$ cat config.mk
export PLATFORM = sky130hd
export DESIGN_NAME = cdc_lane_arbiter
export DESIGN_NICKNAME = d
export VERILOG_FILES = /design/src/rtl/cdc_lane_arbiter.sv
export SDC_FILE = /design/constraint.sdc
export NUM_CORES = 1
export LEC_CHECK = 0
export ABC_AREA = 1
export BUFFER_PORTS_ARGS = -buffer_cell sky130_fd_sc_hd__buf_2
export CORE_MARGIN = 1
export CORE_UTILIZATION = 30
export DETAILED_ROUTE_END_ITERATION = 10
export MAX_ROUTING_LAYER = met4
export PLACE_DENSITY_LB_ADDON = 0.08
export SETUP_SLACK_MARGIN = 0.3
export SLEW_MARGIN = 20
export SYNTH_ARGS = -nofsm -noshare
export SYNTH_HDL_FRONTEND = slang
export SYNTH_SLANG_ARGS = --single-unit
$ cat constraint.sdc
create_clock -name clk -period 1.9 [get_ports clk]
set_clock_uncertainty 0.1 [all_clocks]
set_input_delay 0.38 -clock clk [delete_from_list [all_inputs] [get_ports clk]]
set_output_delay 0.38 -clock clk [all_outputs]
set_load 0.05 [all_outputs]
$ cat src/rtl/cdc_lane_arbiter.sv
// Round-robin scheduler sharing one CE-based synchronizer data lane among N_REQ requesters.
// Latency: grant edge registers the word; lane_valid rises the next cycle for max(hold_len,HOLD_MIN) cycles, then gap_len idle cycles.
// Backpressure: requests are sampled only while idle; an ungranted requester simply waits with req held.
// Ports: clk/rst_n (async active-low); req/din per-requester level and packed data;
//        hold_len/gap_len transfer timing; gnt one-hot accept pulse; lane_data/lane_valid/lane_src lane drive; busy in HOLD/GAP.
module cdc_lane_arbiter #(
  parameter int N_REQ    = 4,
  parameter int DW       = 8,
  parameter int CNT_W    = 8,
  parameter int HOLD_MIN = 3,
  localparam int SW      = (N_REQ > 1) ? $clog2(N_REQ) : 1
) (
  input  logic                clk,
  input  logic                rst_n,
  input  logic [N_REQ-1:0]    req,
  input  logic [N_REQ*DW-1:0] din,
  input  logic [CNT_W-1:0]    hold_len,
  input  logic [CNT_W-1:0]    gap_len,
  output logic [N_REQ-1:0]    gnt,
  output logic [DW-1:0]       lane_data,
  output logic                lane_valid,
  output logic [SW-1:0]       lane_src,
  output logic                busy
);

  typedef enum logic [1:0] {S_IDLE, S_HOLD, S_GAP} state_t;

  state_t           state, state_nxt;
  logic [CNT_W-1:0] cnt, cnt_nxt;
  logic [CNT_W-1:0] gap_q, gap_nxt;
  logic [SW-1:0]    last;
  logic [SW-1:0]    winner;
  logic             win_vld;
  logic             grant;
  logic [CNT_W-1:0] eff_hold;

  // The destination needs several stable cycles to sample, so short holds are stretched.
  assign eff_hold = (hold_len < CNT_W'(HOLD_MIN)) ? CNT_W'(HOLD_MIN) : hold_len;

  // Round-robin pick: scan offsets from far to near so the nearest requester after
  // 'last' overwrites any farther one and wins.
  always_comb begin : rr_pick
    logic [SW-1:0] idx;
    idx     = '0;
    winner  = '0;
    win_vld = 1'b0;
    for (int off = N_REQ; off >= 1; off--) begin
      idx = SW'((int'(last) + off) % N_REQ);
      if (req[idx]) begin
        winner  = idx;
        win_vld = 1'b1;
      end
    end
  end

  always_comb begin
    state_nxt = state;
    cnt_nxt   = cnt;
    gap_nxt   = gap_q;
    grant     = 1'b0;
    case (state)
      S_IDLE: begin
        if (win_vld) begin
          grant     = 1'b1;
          state_nxt = S_HOLD;
          cnt_nxt   = eff_hold;
          gap_nxt   = gap_len;
        end
      end
      S_HOLD: begin
        cnt_nxt = cnt - CNT_W'(1);
        if (cnt == CNT_W'(1)) begin
          if (gap_q == '0) begin
            state_nxt = S_IDLE;
          end else begin
            state_nxt = S_GAP;
            cnt_nxt   = gap_q;
          end
        end
      end
      S_GAP: begin
        cnt_nxt = cnt - CNT_W'(1);
        if (cnt == CNT_W'(1)) begin
          state_nxt = S_IDLE;
        end
      end
      default: begin
        state_nxt = S_IDLE;
        cnt_nxt   = '0;
      end
    endcase
  end

  always_ff @(posedge clk or negedge rst_n) begin
    if (!rst_n) begin
      state     <= S_IDLE;
      cnt       <= '0;
      gap_q     <= '0;
      last      <= SW'(N_REQ - 1);
      gnt       <= '0;
      lane_data <= '0;
      lane_src  <= '0;
    end else begin
      state <= state_nxt;
      cnt   <= cnt_nxt;
      gap_q <= gap_nxt;
      // gnt is high only for the first HOLD cycle.
      gnt   <= grant ? (N_REQ'(1) << winner) : '0;
      // lane_data/lane_src stay frozen through HOLD, GAP and IDLE so the lane never toggles.
      if (grant) begin
        lane_data <= din[winner*DW +: DW];
        lane_src  <= winner;
        last      <= winner;
      end
    end
  end

  assign lane_valid = (state == S_HOLD);
  assign busy       = (state != S_IDLE);

endmodule

* After elaboration in Yosys (flattened, before gate mapping) *
Index checks and enable logic that the tools add are counted.

storage, ports and cells
  register bits after elaboration = 34
  input port bits = 54
  output and inout bits = 16
  word-level logic and storage cells = 59

cells by class
  add/sub/neg operators = 5
  order comparisons = 5
  eq/ne operators = 6
  shifts and indexed selects = 2
  multiplexer cells = 29
  reductions and logical operators = 5

operator list
  kind                   number
  $mux W8                4
  $shiftx A32 B6 Y8      1
  $pmux W8 S3            1
  $mux W2                8
  $lt A2 B3 Y1 const B   4
  $mux W1                10
  $bmux W1 S2            4
  $eq A8 B1 Y1 const B   1
  $logic_not A8 Y1       1
  $lt A8 B2 Y1 const B   1
  $sub A8 B1 Y8 const B  1
  $pmux W2 S3            1
  $add A2 B1 Y2 const B  2
  $add A2 B2 Y2 const B  2
  $mux W4                1
  $ne A2 B2 Y1 const B   2
  $shl A1 B2 Y4 const A  1
  $reduce_and A3 Y1      1
  $eq A2 B1 Y1 const B   1
  $eq A2 B2 Y1 const B   1
  $logic_not A2 Y1       1
  $ne A2 B1 Y1 const B   1
  $reduce_and A2 Y1      1
  $reduce_bool A2 Y1     1

* Longest topological paths before layout *
Gate-level depths: netlist of the first run.

  word-level depth = 10
  gate-level depth with buffers = 16
  gate-level depth less buffers = 14

* Worst setup path before layout of the first run *
No wires, ideal clock.

  path type = flip-flop to flip-flop
  start point = register state[1]
  end point = register cnt[2]
  arrival = 1.867 ns
  setup slack = -0.132 ns
  cell stages (with the launch flop) = 8
  buffers on the path = 0
  path through = dfrtp_1 > nor2_1 > inv_1 > nor2_2 > nand2_1 > o211ai_1 > nand2_1 > nand2_1

between the ends
  cells in the longest elaborated chain, start to end = 2
  elaborated cells on any way between the ends = 5
  those cells by class = 3 x eq/ne; 1 x mux; 1 x reduce/logical

RTL lines
  what                    RTL line  source
  start, declared         28        state_t state, state_nxt;
  start signal, assigned  104       state <= state_nxt;
  $eq A2 B1 Y1            n/a
  net lane_valid          21        output logic lane_valid,
  $pmux W8 S3             61        case (state)
  end signal, assigned    105       cnt <= cnt_nxt;
  end, declared           29        logic [CNT_W-1:0] cnt, cnt_nxt;

The timed path passes the listed nets, and every way through them passes these cells.
A chain may end at the register's enable or synchronous reset.

* Final worst setup path of the first run *
  start point = register last[0]
  end point = register lane_data[2]

between the ends
  cells in the longest elaborated chain, start to end = 9
  elaborated cells on any way between the ends = 23
  those cells by class = 4 x add/sub; 1 x shift; 18 x mux

RTL lines
  what                                                   RTL line  source
  start, declared                                        31        logic [SW-1:0] last;
  start signal, assigned                                 99        last <= SW'(N_REQ - 1);
  start signal, assigned                                 113       last <= winner;
  branches (longest 9 deep; another with $add A2 B1 Y2)  n/a
  end signal, assigned                                   111       lane_data <= din[winner*DW +: DW];
  end, declared                                          20        output logic [DW-1:0] lane_data,

Parallel ways; which one is timed is not known. The select of a mux whose other input is x is not followed.

==> results by group, run 1 <==
Yosys
  – Yosys cell types: 33
  – Net count after synthesis: around 410
  – Post-synthesis instance total: between 300 and 400
  – Ys flop type: dfrtp_1
  – Post-synth top area cell: dfrtp_1
  – Top cells by area, synth: dfrtp_1, nand2_1, nand3_1, inv_1, nand2_2
  – YS warnings: 0
  – Avg Cell Area, Syn: just under 7 um2
  – Seq/Total Area, Yosys: around a third
  – Number of synthesized flops with an enable pin: 0
  – Cell Area, Synth: 2430 um2
  – #FFs+latches synth: 34
  – Yosys top cell area share: about a third
  – Synth async-reset ratio: 100%

Worst hold path
  – Hold Crit Start: gap_len[7]
  – Min-Delay Path Class: in2reg

Die
  – Die area: ~8500 um2
  – Die width: 92.0 um
  – Total core area: a little under 8000 um2
  – Height of the chip: about 92 um
  – Starting Density: ~31%
  – # rows: 32
  – # IOs: 70

Critical path
  – Worst path bufs/invs: 3
  – Startpoint type of the worst setup path: flop
  – CP peak stage delay: 570 ps
  – CP arrival: 2010 ps
  – Crit Path Category: reg2reg
  – Crit-path cells: buf_12 -> inv_12 -> nand2_2 -> nand2_2 -> nand2_2 -> nand2_2 -> nand2_4 -> nand2_4 -> nand2_8 -> clkbuf_16 -> nand3_1 -> nand3_1 -> nand2_1 -> nand2_1 -> nand2_1
  – Required time of the critical path: roughly 2000 ps
  – Reg-to-Reg Start: last[0]
  – Setup crit end kind: flop
  – CP startpoint: last[0]
  – CP max FO: 7
  – Cell mode on critical path: nand2_2
  – CP top delay family: simple AND/OR/NAND/NOR gates
  – Critical Path Slowest Stage Cell: dfstp_2

Pwr
  – Psw: just over 400 uW
  – Peak VDD IR: between 0.0003 and 0.0004 V
  – LEAKAGE: 2.10 nW
  – Clock share of power: ~45%
  – Combinational Power Share: roughly 15%
  – Power per standard cell area: just under 500 nW/um2
  – Switching portion of total power: 23.1%
  – Sequential group share of total power: approximately two fifths
  – P_int: roughly 1.4 mW

Final layout
  – FF+latch area: roughly 850 um2
  – Final nets: 519
  – Final Non-Filler Cells: between 500 and 600
  – Fill cells: slightly above 800
  – Antenna cells: 0
  – Post-layout util: 46.7%
  – Fraction of layout cells with a size suffix above 1: roughly two fifths
  – Area of the multi-input gates: about 1500 um2
  – Area grow syn2layout: 49.2%

STA
  – RSZ-0062 raised after global routing: true
  – Final period utilization: 101%
  – Final Hold Vio Count: 0
  – Final min period: between 1500 and 2000 ps
  – Slew Viols, Final: 0
  – Peak Freq: ~520 MHz
  – Worst-Margin Slew: ~470 ps
  – Setup ws final: -27.8 ps
  – Slew headroom: between 60% and 70%
  – Final Setup Violations: 10

Detailed routing
  – DR vias/cell: ~4.4
  – # DRC: 0
  – Wirelength per Cell: about 12 um
  – Via Count: around 2,500
  – Final ANT Viol Nets: 0
  – Total Wirelength: between 6000 and 7000 um
  – DR pass1 iterations: 4
  – First DRT Iteration DRCs: slightly below 80

Run status
  – Failing checks: setup timing
  – Result of the run: finished, violations left

Job
  – Maximum Capacitance Violations: 0

Placement
  – I/O Buffers: 69
  – Gpl congestion: around 0.81
  – Dpl cells: between 500 and 600
  – Hpwl dp: about 5000 um

Clock network
  – Max clock buf depth: 2
  – CTS Buf Count: 5
  – CTS tree: yes
  – Number of H-tree levels: 2
  – Worst-Skew Late Latency: 290 ps
  – Root buffer cell: clkbuf_8
  – Clock sink count: 34
  – Worst-path clk slew: ~80 ps

GRT
  – Grt total ovfl: 0
  – First-pass GRT wire length: about 11,000 um
  – Vias in the first global route: around 2,500
  – Initial antenna violation count: 0
  – Largest net degree at the start of global routing: 21
  – Total GRT Usage: approximately 17%
==> through the flow <==
step | power, mW | setup WS, ps | area (um2) | setup TNS, ps | hold WS [ps]
global route | 1.87 | -137 | 3630 | -2240 | 190
finish | 1.79 | -27.8 | 3630 | -134 | 184
global placement | 0.983 | -78.4 | 3110 | -489 | 265
detailed placement | 0.983 | -94.9 | 3110 | -1050 | 267
CTS | 1.81 | -20.6 | 3480 | -73.6 | 174
floorplan | 0.860 | 70.6 | 2470 | 0 | -15.6
==> placed cells by master, fill, tap and decap left out, types with 2 or more instances in the layout <==
cell type	instances
nand2_1	108
buf_2	67
inv_1	48
nand3_1	46
dfrtp_1	32
buf_4	24
nand2_2	23
nand2_4	13
nor2_1	13
buf_6	10
inv_2	6
nand3_2	5
clkbuf_8	5
xor2_1	4
o21ai_1	4
buf_12	4
nor2_4	3
nor2_2	3
inv_4	3
nand2_8	3
nor4_1	3
o21ai_0	3
inv_12	2
nand3_4	2
nor3_2	2
nor3_1	2
a21oi_1	2
xnor2_1	2
bufinv_16	2
dfstp_2	2
==> logic make-up after synthesis <==
family | Yosys count | share of synthesized area, %
and+or+nand+nor | 230 | 44.8
AOI/OAI and AO/OA | 16 | 4.17
adders and majority gates | 2 | 1.03
DFF | 34 | 35.1
xor gates and xnor gates | 6 | 2.16
buffers and inverters | 67 | 12.8
==> metal layers <==
layer	share of wire, %	GRT usage [%]
met1	48	22.3
met2	48	28.5
met3	3.0	2.65
met4	0.93	3.52
met5	0	-
==> cells in the mapped netlist (3+ instances only) <==
master	count
buf_6	6
dfrtp_1	32
inv_1	54
inv_2	3
nand2_1	124
nand2_2	16
nand2_4	7
nand3_1	52
nor2_1	16
nor2_2	3
nor3_1	4
nor4_1	3
o21ai_0	6
xor2_1	4
==> state kept, by name, summed over array words and instances, names as in the netlist <==
register,cells
last,2
lane_data,8
state,2
gnt,4
cnt,8
lane_src,2
gap_q,8
==> worst min-delay path, cell delays in order <==
cell and delay, ps:
buf_2 80, nand2_1 40, nand2_1 40
==> cell type report <==
class | instances | share of cell area (%)
Clock buffer | 5 | 1.90
Clock inverter | 3 | 1.90
Inverter | 60 | 7.24
Multi-Input combinational cell | 254 | 41.0
Sequential cell | 34 | 23.5
Tap cell | 102 | 3.52
Timing Repair Buffer | 108 | 20.9
==> power groups by stage <==
stage | registers [mW] | clock network (mW) | logic, mW
6_report | 0.723 | 0.798 | 0.270
5_1_grt | 0.723 | 0.841 | 0.303
4_1_cts | 0.723 | 0.825 | 0.258
3_5_place_dp | 0.737 | 0 | 0.245
3_3_place_gp | 0.737 | 0 | 0.246
2_1_floorplan | 0.738 | 0 | 0.122
==> path summary, 6_finish.rpt <==
| path | cells after the start | end | slack (ps) |
|---|---|---|---|
| setup reg to reg | 15 | lane_data[2] | -30 |
| min in group asynchronous | 2 | lane_src[1] | 470 |
| max in group asynchronous | 3 | cnt[7] | 730 |
| setup / recovery | 15 | lane_data[2] | -30 |
| hold / removal | 3 | gap_q[7] | 180 |
| hold reg to reg | 2 | lane_data[0] | 380 |
==> repair_timing <==
item	CTS	global route
setup buffers	7	2
gates cloned	0	1
hold buffers	1	0
setup endpoints to repair	36	35
pin swaps	21	16
gates resized for setup	46	28
endpoints found under the hold margin	16	0
Power figures use the tool's default switching activity.
==> run 2: changes to the inputs <==
--- a/config.mk
+++ b/config.mk
@@ -6,9 +6,9 @@
 export NUM_CORES = 1
 export LEC_CHECK = 0
 export ABC_AREA = 1
-export BUFFER_PORTS_ARGS = -buffer_cell sky130_fd_sc_hd__buf_2
-export CORE_MARGIN = 1
+export BUFFER_PORTS_ARGS = -buffer_cell sky130_fd_sc_hd__buf_4
 export CORE_UTILIZATION = 30
+export CTS_CLUSTER_DIAMETER = 100
 export DETAILED_ROUTE_END_ITERATION = 10
 export MAX_ROUTING_LAYER = met4
 export PLACE_DENSITY_LB_ADDON = 0.08
==> results by group, run 2 (synthesized netlist as in run 1, its figures left out) <==
Die
  – Die width: 92.0 um (unchanged)
  – Total core area: 7770 um2 (unchanged)
  – Die area: 8470 um2 (unchanged)
  – Starting Density: 31.3% (unchanged)
  – # IOs: 70 (unchanged)
  – Height of the chip: 92.0 um (unchanged)
  – # rows: 32 (unchanged)

Final layout
  – Antenna cells: 0 (unchanged)
  – Fraction of layout cells with a size suffix above 1: 44.8% (+3.4 points)
  – Final nets: 533 (+2.7%)
  – Commonest non-fill, non-tap cell in the layout: buf_4
  – Top flop regs: cnt x8, gap_q x8, lane_data x8
  – Final Non-Filler Cells: 580 (+2.5%)
  – Most frequent cells in the layout: buf_4, nand2_1, inv_1, nand3_1, nand2_2
  – Area grow syn2layout: 58.3%

STA
  – Slew headroom: 69.7% (+0.87 points)
  – Slew Viols, Final: 0 (unchanged)
  – Worst-Margin Slew: 455 ps (-13.0 ps)
  – Peak Freq: 507 MHz (-2.3%)
  – Final Setup Violations: 19 (+9)
  – Final period utilization: 104% (+2.4 points)
  – Setup ws final: -73.7 ps (-45.9 ps)
  – Final min period: 1970 ps (+45.9 ps)
  – RSZ-0062 raised after global routing: true
  – Final Hold Vio Count: 0 (unchanged)
  – Final Hold Slack: 180 ps (-3.32 ps)

Detailed routing
  – Total Wirelength: 7280 um (+11%)
  – Wirelength per Cell: 12.6 um (+8.4%)
  – Metal-1 WL: 3350 um (+5.5%)
  – Via Count: 2,627 (+5.0%)
  – DR WL met2: 3580 um (+15%)
  – # DRC: 0 (unchanged)
  – Met3 wire length: 296 um (+49%)
  – DR pass1 iterations: 4 (unchanged)
  – DR vias/cell: 4.53 (+2.5%)
  – Final ANT Viol Nets: 0 (unchanged)
  – First DRT Iteration DRCs: 82 (+6.5%)
  – Top routing layer in use: met4

Pwr
  – Switching portion of total power: 26.3% (+3.2 points)
  – Total power: 1.59 mW (-11%)
  – Power per standard cell area: 413 nW/um2 (-16%)
  – Sequential group share of total power: 45.5% (+5.1 points)
  – P_int: 1.17 mW (-15%)
  – Psw: 418 uW (+0.93%)
  – LEAKAGE: 2.17 nW (+3.3%)
  – Combinational Power Share: 19.0% (+3.9 points)
  – Clock share of power: 35.5% (-9.0 points)
  – Peak VDD IR: 0.000248 V (-28%)

Run status
  – Result of the run: finished, violations left
  – Failing checks: setup timing

Clock network
  – CTS tree: yes
  – Worst-path clk slew: 70 ps (about the same)
  – Worst-Skew Late Latency: 290 ps (about the same)
  – Clock sink count: 34 (unchanged)
  – Root buffer cell: clkbuf_8
  – Number of H-tree levels: 2 (unchanged)
  – CTS Buf Count: 5 (unchanged)
  – Max clock buf depth: 2 (unchanged)

GRT
  – Largest net degree at the start of global routing: 35 (+67%)
  – Total GRT Usage: 18.4% (+1.2 points)
  – Vias in the first global route: 2,545 (+1.4%)
  – Grt total ovfl: 0 (unchanged)
  – Initial antenna violation count: 0 (unchanged)
  – First-pass GRT wire length: 11,800 um (+4.0%)

Critical path
  – CP max FO: 5 (-2)
  – Setup crit end kind: flop
  – Startpoint type of the worst setup path: flop
  – CP arrival: 2050 ps (+40 ps)
  – Required time of the critical path: 1980 ps (about the same)
  – Reg2Reg Setup Slack: -70 ps (-50 ps)
  – Crit Path Category: reg2reg

Placement
  – Dpl cells: 546 (-0.18%)
  – Gpl congestion: 0.878 (+8.2%)
  – Hpwl dp: 5300 um (+3.5%)
  – I/O Buffers: 69 (unchanged)

Worst hold path
  – Min-Delay Path Class: in2reg

Job
  – Maximum Capacitance Violations: 0 (unchanged)
==> run 2: cell types whose count changed in the layout (fill, tap and decap cells not counted), moves of 3 or more <==
| cell | change |
|---|---|
| buf_4 | +78 |
| nand2_2 | +14 |
| inv_6 | +3 |
| nand2_1 | -9 |
| buf_2 | -67 |
| nand2_4 | -5 |
==> run 2: what timing repair did <==
item / in CTS / in global routing
hold buffers: 1 / 0
endpoints found under the setup margin: 36 / 36
endpoints found under the hold margin: 32 / 0
cloned: 2 / 3
resized for setup: 55 / 20
buffers inserted: 15 / 5
pin swaps: 20 / 12
==> run 2: layer usage <==
| layer | vias to the layer above | global-route usage (%) |
|---|---|---|
| met3 | 4 | 3.32 |
| met4 | 0 | 4.56 |
| met5 | - | - |
| met2 | 54 | 29.4 |
| li1 | 1348 | - |
| met1 | 1221 | 24.1 |
==> run 2: worst paths after layout <==
kind                                   from     endpoint  cells past startpoint
max in group asynchronous             rst_n      last[1]                      2
worst max register to register      last[0]       cnt[4]                      9
worst max-delay path                last[0]       cnt[4]                      9
min in group asynchronous             rst_n       gnt[3]                      2
worst min register to register  lane_src[1]  lane_src[1]                      2
worst min-delay path             gap_len[1]     gap_q[1]                      3
==> run 2: critical path, cell delays in order (launching register included) <==
cell	delay (ps)
dfstp_2	560
buf_12	120
nand2_2	60
nand2_2	60
nand2_2	60
or3_4	480
nor2_8	200
inv_6	70
o21ai_2	80
nand2_1	60
==> run 2: final cells by class <==
type | instances | area, um2
sequential | 34 | 853
tap | 102 | 128
clock inverter | 2 | 12.5
inverter | 60 | 253
multi-input combinational | 255 | 1500
fill | 807 | 3920
timing repair buffer | 118 | 1000
timing repair inverter | 3 | 23.8
clock buffer | 6 | 82.6
==> run 2: power by group through the flow <==
stage	combinational, mW	sequential (mW)	clock [mW]
after floorplan	0.122	0.738	0
after global placement	0.271	0.737	0
after detailed placement	0.270	0.737	0
after CTS	0.292	0.723	0.583
after global routing	0.333	0.723	0.611
final	0.301	0.723	0.565
==> run 2: through the flow <==
| stage | utilization [%] | setup WS [ps] | setup TNS, ps | cell area, um2 |
|---|---|---|---|---|
| 2_1_floorplan | - | 70.6 | 0 | 2470 |
| 5_1_grt | 49.6 | -160 | -2960 | 3850 |
| 3_3_place_gp | 42.1 | -70.4 | -1040 | 3270 |
| 6_report | 49.6 | -73.7 | -597 | 3850 |
| 3_5_place_dp | 42.1 | -79.4 | -1160 | 3270 |
| 4_1_cts | 47.7 | -24.6 | -97.6 | 3710 |
==> run 3: changes to the inputs <==
--- a/config.mk
+++ b/config.mk
@@ -12,7 +12,7 @@
 export DETAILED_ROUTE_END_ITERATION = 10
 export MAX_ROUTING_LAYER = met4
 export PLACE_DENSITY_LB_ADDON = 0.08
-export SETUP_SLACK_MARGIN = 0.3
+export SETUP_SLACK_MARGIN = 0.4
 export SLEW_MARGIN = 20
 export SYNTH_ARGS = -nofsm -noshare
 export SYNTH_HDL_FRONTEND = slang
==> results by group, run 3 (synthesized netlist as in run 1, its figures left out) <==
Critical path
  – Crit-path cells: buf_12 -> nand2_2 -> nand2_2 -> nand2_2 -> or3_4 -> nor2_8 -> inv_6 -> o21ai_2 -> nand2_1
  – Setup crit end kind: flop
  – CP peak stage delay: 560 ps (about the same)
  – Crit Path Category: reg2reg
  – Required time of the critical path: 1980 ps (about the same)
  – Startpoint type of the worst setup path: flop
  – CP arrival: 2050 ps (about the same)
  – CP max FO: 5 (unchanged)
  – Worst path bufs/invs: 2 (unchanged)
  – CP top delay family: simple AND/OR/NAND/NOR gates
  – Cell mode on critical path: nand2_2
  – Critical Path Slowest Stage Cell: dfstp_2

Detailed routing
  – DR pass1 iterations: 4 (unchanged)
  – Final ANT Viol Nets: 0 (unchanged)
  – Via Count: 2,632 (+0.19%)
  – DR vias/cell: 4.53 (about the same)
  – Total Wirelength: 7280 um (unchanged)
  – First DRT Iteration DRCs: 83 (+1.2%)
  – # DRC: 0 (unchanged)
  – Wirelength per Cell: 12.5 um (-0.17%)

Final layout
  – Final nets: 534 (+0.19%)
  – Area grow syn2layout: 58.6%
  – Final instance area: 3860 um2 (+0.20%)
  – Post-layout util: 49.7% (+0.097 points)
  – Top flop regs: cnt x8, gap_q x8, lane_data x8
  – Antenna cells: 0 (unchanged)
  – Most frequent cells in the layout: buf_4, nand2_1, inv_1, nand3_1, nand2_2
  – Fraction of layout cells with a size suffix above 1: 44.9% (+0.12 points)
  – Commonest non-fill, non-tap cell in the layout: buf_4

Clock network
  – CTS tree: yes
  – Worst-path clk slew: 70 ps (about the same)
  – Number of H-tree levels: 2 (unchanged)
  – Worst-Skew Late Latency: 290 ps (about the same)
  – CTS Buf Count: 5 (unchanged)
  – Root buffer cell: clkbuf_8
  – Max clock buf depth: 2 (unchanged)
  – Clock sink count: 34 (unchanged)

STA
  – Setup ws final: -73.7 ps (-0.000200 ps)
  – Final Hold Slack: 181 ps (+0.451 ps)
  – Final Setup Violations: 19 (unchanged)
  – Final Hold Vio Count: 0 (unchanged)
  – Final period utilization: 104% (about the same)
  – Peak Freq: 507 MHz (unchanged)
  – Final min period: 1970 ps (+0.000200 ps)
  – Slew headroom: 69.7% (about the same)
  – Worst-Margin Slew: 455 ps (+0.0867 ps)
  – Slew Viols, Final: 0 (unchanged)
  – RSZ-0062 raised after global routing: true

GRT
  – Initial antenna violation count: 0 (unchanged)
  – First-pass GRT wire length: 11,800 um (+0.12%)
  – Top Usage Layer GRT: met2
  – Met1 Use GR: 24.1% (unchanged)
  – Vias in the first global route: 2,550 (+0.20%)
  – GR met3 Demand/Resource: 3.32% (unchanged)
  – Total GRT Usage: 18.4% (about the same)
  – Grt total ovfl: 0 (unchanged)
  – Grt met2 use: 29.4% (+0.062 points)
  – Largest net degree at the start of global routing: 35 (unchanged)

Die
  – Die area: 8470 um2 (unchanged)
  – # rows: 32 (unchanged)
  – Starting Density: 31.3% (unchanged)
  – Height of the chip: 92.0 um (unchanged)
  – # IOs: 70 (unchanged)
  – Total core area: 7770 um2 (unchanged)
  – Die width: 92.0 um (unchanged)

Job
  – Maximum Capacitance Violations: 0 (unchanged)

Placement
  – I/O Buffers: 69 (unchanged)
  – Hpwl dp: 5300 um (unchanged)
  – Pre-CTS setup slack: -79.4 ps (unchanged)
  – Post-place instance area: 3270 um2 (unchanged)
  – Gpl congestion: 0.878 (unchanged)

Pwr
  – Total power: 1.59 mW (about the same)
  – Peak VDD IR: 0.000248 V (about the same)
  – Power per standard cell area: 412 nW/um2 (-0.23%)
  – LEAKAGE: 2.18 nW (+0.25%)

Run status
  – Result of the run: finished, violations left
  – Failing checks: setup timing

Worst hold path
  – Min-Delay Path Class: in2reg
## run 3: report_power, final
part | switching [mW] | internal [mW]
Combinational | 0.144 | 0.157
Sequential | 0 | 0.724
Clock | 0.273 | 0.291
## run 3: worst paths after layout
path	startpoint	to	slack [ps]	cells after the start
setup / recovery	last[0]	cnt[4]	-70	9
setup reg to reg	last[0]	cnt[4]	-70	9
max in group asynchronous	rst_n	last[1]	850	2
hold reg to reg	lane_src[1]	lane_src[1]	400	2
min in group asynchronous	rst_n	gnt[3]	480	2
hold / removal	gap_len[1]	gap_q[1]	180	3
## run 3: worst reg2reg max path, cell delays in order, from the launching register on
cell and delay [ps]:
dfstp_2 560, buf_12 120, nand2_2 60, nand2_2 60, nand2_2 60, or3_4 480
nor2_8 210, inv_6 70, o21ai_2 80, nand2_1 60
## run 3: final cells by class
class / instances / area [um2]
Clock buffer: 6 / 82.6
Clock inverter: 2 / 12.5
Fill cell: 807 / 3910
Inverter: 60 / 253
Multi-Input combinational cell: 255 / 1500
Sequential cell: 34 / 853
Tap cell: 102 / 128
Timing Repair Buffer: 119 / 1010
Timing Repair inverter: 3 / 23.8
## run 3: timing repair
action,4_1_cts,5_1_grt
setup buffers,16,5
cloned,2,3
pin swaps,20,12
hold buffers,1,0
resized for setup,55,20
endpoints found under the hold margin,32,0
endpoints found under the setup margin,36,36
## run 3: per-layer routing
layer | vias up | part of all wire [%]
met2 | 56 | 49
li1 | 1349 | -
met1 | 1223 | 46
met3 | 4 | 4.1
met5 | - | 0
met4 | 0 | 0.77
## run 3: metrics by stage
step	setup TNS (ps)	cells
finish	-599	581
detailed placement	-1160	546
floorplan	0	355
CTS	-97.6	573
global route	-2960	581
global placement	-1040	546
